==> src/rtl/fetch_unit_pkg.sv <==
// =====================================================================
// Module   : fetch_unit_pkg
// Brief    : Shared RV32 encodings, fetch FSM states and buffer entry type.
// Revision : 1.0 - initial release
// =====================================================================
`default_nettype none

package fetch_unit_pkg;

  localparam logic [31:0] NOP               = 32'h0000_0013;
  localparam logic [31:0] RESET_VEC_DEFAULT = 32'h0000_0000;

  localparam logic [6:0] OP_RTYPE  = 7'b0110011;
  localparam logic [6:0] OP_ITYPE  = 7'b0010011;
  localparam logic [6:0] OP_BRANCH = 7'b1100011;
  localparam logic [6:0] OP_JAL    = 7'b1101111;
  localparam logic [6:0] OP_JALR   = 7'b1100111;
  localparam logic [6:0] OP_LOAD   = 7'b0000011;
  localparam logic [6:0] OP_STORE  = 7'b0100011;
  localparam logic [6:0] OP_FP     = 7'b1010011;

  typedef enum logic [1:0] {
    S_BOOT  = 2'd0,
    S_RUN   = 2'd1,
    S_FLUSH = 2'd2
  } state_e;

  typedef struct packed {
    logic [31:0] pc;
    logic [31:0] data;
  } fetch_entry_t;

endpackage

`default_nettype wire

==> src/rtl/fetch_fifo.sv <==
// =====================================================================
// Module   : fetch_fifo
// Brief    : DEPTH x 64-bit in-order instruction buffer with clear and count.
// Revision : 1.0 - initial release
// =====================================================================
`default_nettype none

module fetch_fifo
  import fetch_unit_pkg::*;
#(
  parameter int DEPTH = 2
) (
  input  logic                   clk,
  input  logic                   rst_n,
  input  logic                   clear_i,
  input  logic                   push_i,
  input  fetch_entry_t           wdata_i,
  input  logic                   pop_i,
  output fetch_entry_t           rdata_o,
  output logic [$clog2(DEPTH):0] count_o
);

  localparam int AW = $clog2(DEPTH);
  localparam int CW = AW + 1;

  fetch_entry_t    mem_q [DEPTH];
  logic [AW-1:0]   wr_ptr_q;
  logic [AW-1:0]   rd_ptr_q;
  logic [CW-1:0]   count_q;
  logic            w_do_push;
  logic            w_do_pop;

  // Guards keep the pointers coherent even if a caller misbehaves.
  assign w_do_pop  = pop_i && (count_q != '0);
  assign w_do_push = push_i && ((count_q != CW'(DEPTH)) || w_do_pop);

  always_ff @(posedge clk or negedge rst_n) begin
    if (!rst_n) begin
      wr_ptr_q <= '0;
      rd_ptr_q <= '0;
      count_q  <= '0;
    end else if (clear_i) begin
      wr_ptr_q <= '0;
      rd_ptr_q <= '0;
      count_q  <= '0;
    end else begin
      if (w_do_push) wr_ptr_q <= wr_ptr_q + AW'(1);
      if (w_do_pop)  rd_ptr_q <= rd_ptr_q + AW'(1);
      count_q <= count_q + CW'(w_do_push) - CW'(w_do_pop);
    end
  end

  always_ff @(posedge clk) begin
    if (w_do_push && !clear_i) mem_q[wr_ptr_q] <= wdata_i;
  end

  assign rdata_o = mem_q[rd_ptr_q];
  assign count_o = count_q;

endmodule

`default_nettype wire

==> src/rtl/fetch_unit.sv <==
// =====================================================================
// Module   : fetch_unit
// Brief    : RV32IF fetch stage: PC sequencing, imem credit control,
//            redirect flush; FETCH_PERF_EN adds perf_fetched/perf_stall.
// Revision : 1.0 - initial release
// =====================================================================
`default_nettype none

module fetch_unit
  import fetch_unit_pkg::*;
#(
  parameter logic [31:0] RESET_VEC  = RESET_VEC_DEFAULT,
  parameter int          FIFO_DEPTH = 2
) (
  input  logic        clk,
  input  logic        rst_n,
  output logic        imem_req_valid,
  input  logic        imem_req_ready,
  output logic [31:0] imem_addr,
  input  logic        imem_rsp_valid,
  input  logic [31:0] imem_rsp_data,
  input  logic        redirect_valid,
  input  logic [31:0] redirect_pc,
  output logic        inst_valid,
  input  logic        inst_ready,
  output logic [31:0] inst_data,
  output logic [31:0] inst_pc,
  output logic [6:0]  inst_opcode,
  output logic [2:0]  inst_func3,
  output logic [6:0]  inst_func7
`ifdef FETCH_PERF_EN
  ,
  output logic [31:0] perf_fetched,
  output logic [31:0] perf_stall
`endif
);

  localparam int          CW      = $clog2(FIFO_DEPTH) + 1;
  localparam logic [CW:0] DEPTH_C = (CW+1)'(FIFO_DEPTH);

  state_e        state_q;
  logic [31:0]   pc_q;
  logic [31:0]   rsp_pc_q;
  logic [CW-1:0] outst_q;
  logic [CW-1:0] outst_d;
  logic [CW-1:0] discard_q;

  fetch_entry_t  w_head;
  fetch_entry_t  w_push_entry;
  logic [CW-1:0] w_fifo_count;
  logic          w_credit;
  logic          w_req_fire;
  logic          w_rsp;
  logic          w_push;
  logic          w_pop;
  logic [31:0]   w_redir_pc;
  logic          w_unused;

  assign w_redir_pc = {redirect_pc[31:2], 2'b00};
  assign w_unused   = &{1'b0, redirect_pc[1:0]};

  // Buffered plus in-flight words may never exceed the buffer size.
  assign w_credit       = ({1'b0, w_fifo_count} + {1'b0, outst_q}) < DEPTH_C;
  assign imem_req_valid = (state_q == S_RUN) && !redirect_valid && w_credit;
  assign imem_addr      = pc_q;
  assign w_req_fire     = imem_req_valid && imem_req_ready;

  assign w_rsp   = imem_rsp_valid && (outst_q != '0);
  assign outst_d = outst_q + CW'(w_req_fire) - CW'(w_rsp);

  assign inst_valid = (w_fifo_count != '0);
  assign w_push     = w_rsp && (state_q == S_RUN) && !redirect_valid;
  assign w_pop      = inst_valid && inst_ready && !redirect_valid;

  // Requests are sequential between redirects, so the PC of the next kept
  // response is tracked with a single counter instead of a PC queue.
  assign w_push_entry = '{pc: rsp_pc_q, data: imem_rsp_data};

  fetch_fifo #(
    .DEPTH (FIFO_DEPTH)
  ) u_fifo (
    .clk     (clk),
    .rst_n   (rst_n),
    .clear_i (redirect_valid),
    .push_i  (w_push),
    .wdata_i (w_push_entry),
    .pop_i   (w_pop),
    .rdata_o (w_head),
    .count_o (w_fifo_count)
  );

  always_ff @(posedge clk or negedge rst_n) begin
    if (!rst_n) begin
      state_q   <= S_BOOT;
      pc_q      <= RESET_VEC;
      rsp_pc_q  <= RESET_VEC;
      outst_q   <= '0;
      discard_q <= '0;
    end else begin
      outst_q <= outst_d;
      if (redirect_valid) begin
        pc_q      <= w_redir_pc;
        rsp_pc_q  <= w_redir_pc;
        discard_q <= outst_d;
        state_q   <= (outst_d != '0) ? S_FLUSH : S_RUN;
      end else begin
        if (w_req_fire) pc_q     <= pc_q + 32'd4;
        if (w_push)     rsp_pc_q <= rsp_pc_q + 32'd4;
        case (state_q)
          S_BOOT: state_q <= S_RUN;
          S_RUN:  state_q <= S_RUN;
          S_FLUSH: begin
            if (discard_q == '0) begin
              state_q <= S_RUN;
            end else if (w_rsp) begin
              discard_q <= discard_q - CW'(1);
              if (discard_q == CW'(1)) state_q <= S_RUN;
            end
          end
          default: state_q <= S_BOOT;
        endcase
      end
    end
  end

  assign inst_data   = inst_valid ? w_head.data : NOP;
  assign inst_pc     = inst_valid ? w_head.pc : 32'h0;
  assign inst_opcode = inst_data[6:0];
  assign inst_func3  = inst_data[14:12];
  assign inst_func7  = inst_data[31:25];

`ifdef FETCH_PERF_EN
  logic [31:0] perf_fetched_q;
  logic [31:0] perf_stall_q;

  always_ff @(posedge clk or negedge rst_n) begin
    if (!rst_n) begin
      perf_fetched_q <= '0;
      perf_stall_q   <= '0;
    end else begin
      if (w_pop && (perf_fetched_q != '1)) perf_fetched_q <= perf_fetched_q + 32'd1;
      if (inst_valid && !inst_ready && (perf_stall_q != '1)) perf_stall_q <= perf_stall_q + 32'd1;
    end
  end

  assign perf_fetched = perf_fetched_q;
  assign perf_stall   = perf_stall_q;
`endif

endmodule

`default_nettype wire

==> config.mk <==
export PLATFORM = sky130hd
export DESIGN_NAME = fetch_unit
export DESIGN_NICKNAME = d
export VERILOG_FILES = /design/src/rtl/fetch_unit_pkg.sv /design/src/rtl/fetch_fifo.sv /design/src/rtl/fetch_unit.sv
export SDC_FILE = /design/constraint.sdc
export NUM_CORES = 1
export LEC_CHECK = 0
export ABC_AREA = 1
export CAP_MARGIN = 20
export CORE_MARGIN = 2
export CORE_UTILIZATION = 29
export DETAILED_ROUTE_END_ITERATION = 6
export PLACE_DENSITY = 0.58
export SLEW_MARGIN = 20
export SYNTH_ARGS = -nofsm -noshare
export SYNTH_HDL_FRONTEND = slang
export SYNTH_SLANG_ARGS = --single-unit
==> constraint.sdc <==
create_clock -name clk -period 6.6 [get_ports clk]
set_input_delay 1.98 -clock clk [delete_from_list [all_inputs] [get_ports clk]]
set_output_delay 1.98 -clock clk [all_outputs]
set_load 0.03 [all_outputs]
==> impl_metrics.env <==
export IMPL_portBuffers=178
export IMPL_synth_edff_count=124
export IMPL_arrival_ns=3.06
export IMPL_synth_top_area_share_pct=38.83
export IMPL_synth_most_common_cell="nand2_1"
export IMPL_min_period_ns=5.043
export IMPL_ys_ff_latch=194
export IMPL_die_area_mm2=0.03454
export IMPL_cts_resized=0
export IMPL_die_w_um=185.8
export IMPL_gp_congestion=0.8038
export IMPL_setup_violations=0
export IMPL_r2r_start="u_fifo.count_o[0]"
export IMPL_crit_path_start_kind="primary input"
export IMPL_slew_violations=0
export IMPL_ctsLongestPathBuffers=2
export IMPL_wl_um=25560
export IMPL_status="completed"
export IMPL_synthXorXnorAreaFrac_pct=1.644
export IMPL_max_freq_mhz=198.3
export IMPL_firstDrtPassIters=5
export IMPL_synth_area_leaders="edfxtp_1, dfrtp_1, nand2_1, a21oi_1, nand3_1"
export IMPL_synthCells=1050
export IMPL_die_h_um=185.8
export IMPL_clk_pin_slew_worst_paths_ns=0.07
export IMPL_tritoncts="built"
export IMPL_clock_sinks=194
export IMPL_grt_pass1_wl_um=39560
export IMPL_synthFlopType="edfxtp_1"
export IMPL_startpoint="redirect_valid"
export IMPL_power_density_mw_per_mm2=307.6
export IMPL_finish_utilization_pct=37.78
export IMPL_grt_pass1_vias=7198
export IMPL_synth_area_per_cell_um2=9.133
export IMPL_syn_area_mm2=0.009589
export IMPL_insertion_delay_ns=0.44
export IMPL_synth_top_family_by_area="simple AND/OR/NAND/NOR gates"
export IMPL_grt_max_degree=64
export IMPL_cts_setup_buffers=0
export IMPL_fin_total_pwr_w=0.003780
export IMPL_hold_class="reg -> reg"
export IMPL_synthTopCellsByCount="nand2_1, edfxtp_1, a21oi_1, nand3_1, inv_1"
export IMPL_ios=185
export IMPL_areaGrowthSynthToFinish_pct=28.17
export IMPL_drt_iter0_markers=613
export IMPL_fin_area_mm2=0.01229
export IMPL_synth_simple_area_share_pct=24.43
export IMPL_crit_type="in -> out"
export IMPL_slew_headroom_pct=31.80
export IMPL_core_region_area_mm2=0.03254
export IMPL_layout_drive_gt1_share_pct=7.243
export IMPL_vias=7656
export IMPL_ctsHoldBuffers=0
export IMPL_h_tree_depth=4
export IMPL_tightest_slew_ns=1.019
export IMPL_yosysWarnings=0
export IMPL_yosysUniqueCellTypes=45
export IMPL_vias_per_cell=4.618
export IMPL_vdd_ir_drop_worst_mv=0.1894
export IMPL_dpl_hpwl_um=17740
export IMPL_p_leak_nw=4.745
export IMPL_antenna_found_initial=0
export IMPL_cts_buffers=17
export IMPL_fin_tns_setup_ns=0
export IMPL_ant_nets=0
export IMPL_max_cap_violations=0
export IMPL_skew_ns=0.01826
export IMPL_grtUsageTotal_pct=15.02
export IMPL_async_reset_ff_share_pct=36.08
export IMPL_ctsRootBufferMaster="clkbuf_16"
export IMPL_row_count=66
export IMPL_wire_per_inst_um=15.42
export IMPL_yosysTopAreaCell="edfxtp_1"
export IMPL_finalNetCount=1281
export IMPL_hold_violations=0
export IMPL_rsz0062_at_grt="false"
export IMPL_endpoint_kind="output pin"
export IMPL_placed_area_mm2=0.01170
export IMPL_critPathMaxFanout=2
export IMPL_synth_compound_area_share_pct=8.507
export IMPL_drcViolationCount=0
export IMPL_synth_seq_area_share_pct=57.10
export IMPL_initial_utilization_pct=29.47
export IMPL_fin_crit_sh_pct=76.41
export IMPL_cp_data_required_time_ns=4.62
export IMPL_hp_start="rsp_pc_q[5]"
export IMPL_synthMuxAreaShare_pct=0
export IMPL_synth_adder_area_share_pct=1.253
export IMPL_overflow=0
## final timing paths
path,cells after the start,endpoint,slack [ns]
min reg2reg,0,u_fifo.mem_q[1][37],0.54
min in group asynchronous,1,imem_addr[26],1.52
max reg2reg,15,state_q[0],3.64
max in group asynchronous,2,imem_addr[6],4.00
max,5,imem_req_valid,1.56
min,0,u_fifo.mem_q[1][37],0.54
## critical path: stages
cell	delay [ns]
buf_2	0.12
nor2_4	0.12
nand3_4	0.11
inv_1	0.07
clkdlybuf4s50_1	0.66
## sequential cells by signal (all words and copies together) (netlist names)
signal	flops
u_fifo.mem_q	124
imem_addr	30
rsp_pc_q	30
discard_q	2
outst_q	2
state_q	2
u_fifo.count_o	2
u_fifo.rd_ptr_q	1
u_fifo.wr_ptr_q	1
## cell families after synthesis
family / after synthesis
xor gates and xnor gates: 18
adders and majority gates: 9
buffers and inverters: 144
other: 1
DFF: 194
AOI/OAI and AO/OA: 144
and+or+nand+nor: 540
## routing by layer
layer | up-vias | share of wire [%] | global-route usage, %
met1 | 3628 | 49 | 21.52
li1 | 3778 | - | -
met4 | 0 | 0.89 | 3.717
met5 | - | 0 | 0
met3 | 17 | 5.9 | 2.504
met2 | 233 | 45 | 23.61
## through the flow
stage,hold slack (ns),worst slack (ns),std cells
after floorplan,0.4641,0.9566,1053
final,0.5381,1.557,1658
after global placement,0.4844,1.546,1625
after detailed placement,0.5067,1.549,1625
after global routing,0.5478,1.512,1657
after CTS,0.5203,1.542,1657
## power breakdown
| group | internal [W] | total [W] | switching (W) |
|---|---|---|---|
| logic | 0.000421 | 0.00115 | 0.000732 |
| clock network | 0.000510 | 0.00102 | 0.000513 |
| registers | 0.00145 | 0.00160 | 0.000153 |
| total | 0.00238 | 0.00378 | 0.00140 |
## final cells by class
class / count / area, um2
Antenna cell: 1 / 2.502
Clock buffer: 18 / 429.2
Clock inverter: 14 / 158.9
Fill cell: 3318 / 20250
Inverter: 88 / 340.3
Multi-Input combinational cell: 715 / 3473
Sequential cell: 194 / 5477
Tap cell: 442 / 553.0
Timing Repair Buffer: 186 / 1857
## cell usage in the layout (no fill, tap or decap), drive strengths merged, types with 4 or more instances in the layout
cell type | netlist | layout
inv | 87 | 95
nand2 | 339 | 339
buf | 34 | 10
edfxtp | 124 | 124
o211ai | 14 | 14
nand4 | 9 | 9
nand3 | 82 | 82
o21ai | 31 | 31
o21bai | 7 | 7
clkbuf | 22 | 18
xnor2 | 4 | 4
xor2 | 14 | 14
clkinv | 1 | 6
clkdlybuf4s50 | 0 | 176
nor2 | 92 | 92
a21oi | 86 | 86
nor3 | 12 | 12
dfrtp | 70 | 70
conb | 1 | 4
ha | 8 | 8
No activity file was read; power rests on OpenSTA's default activity.
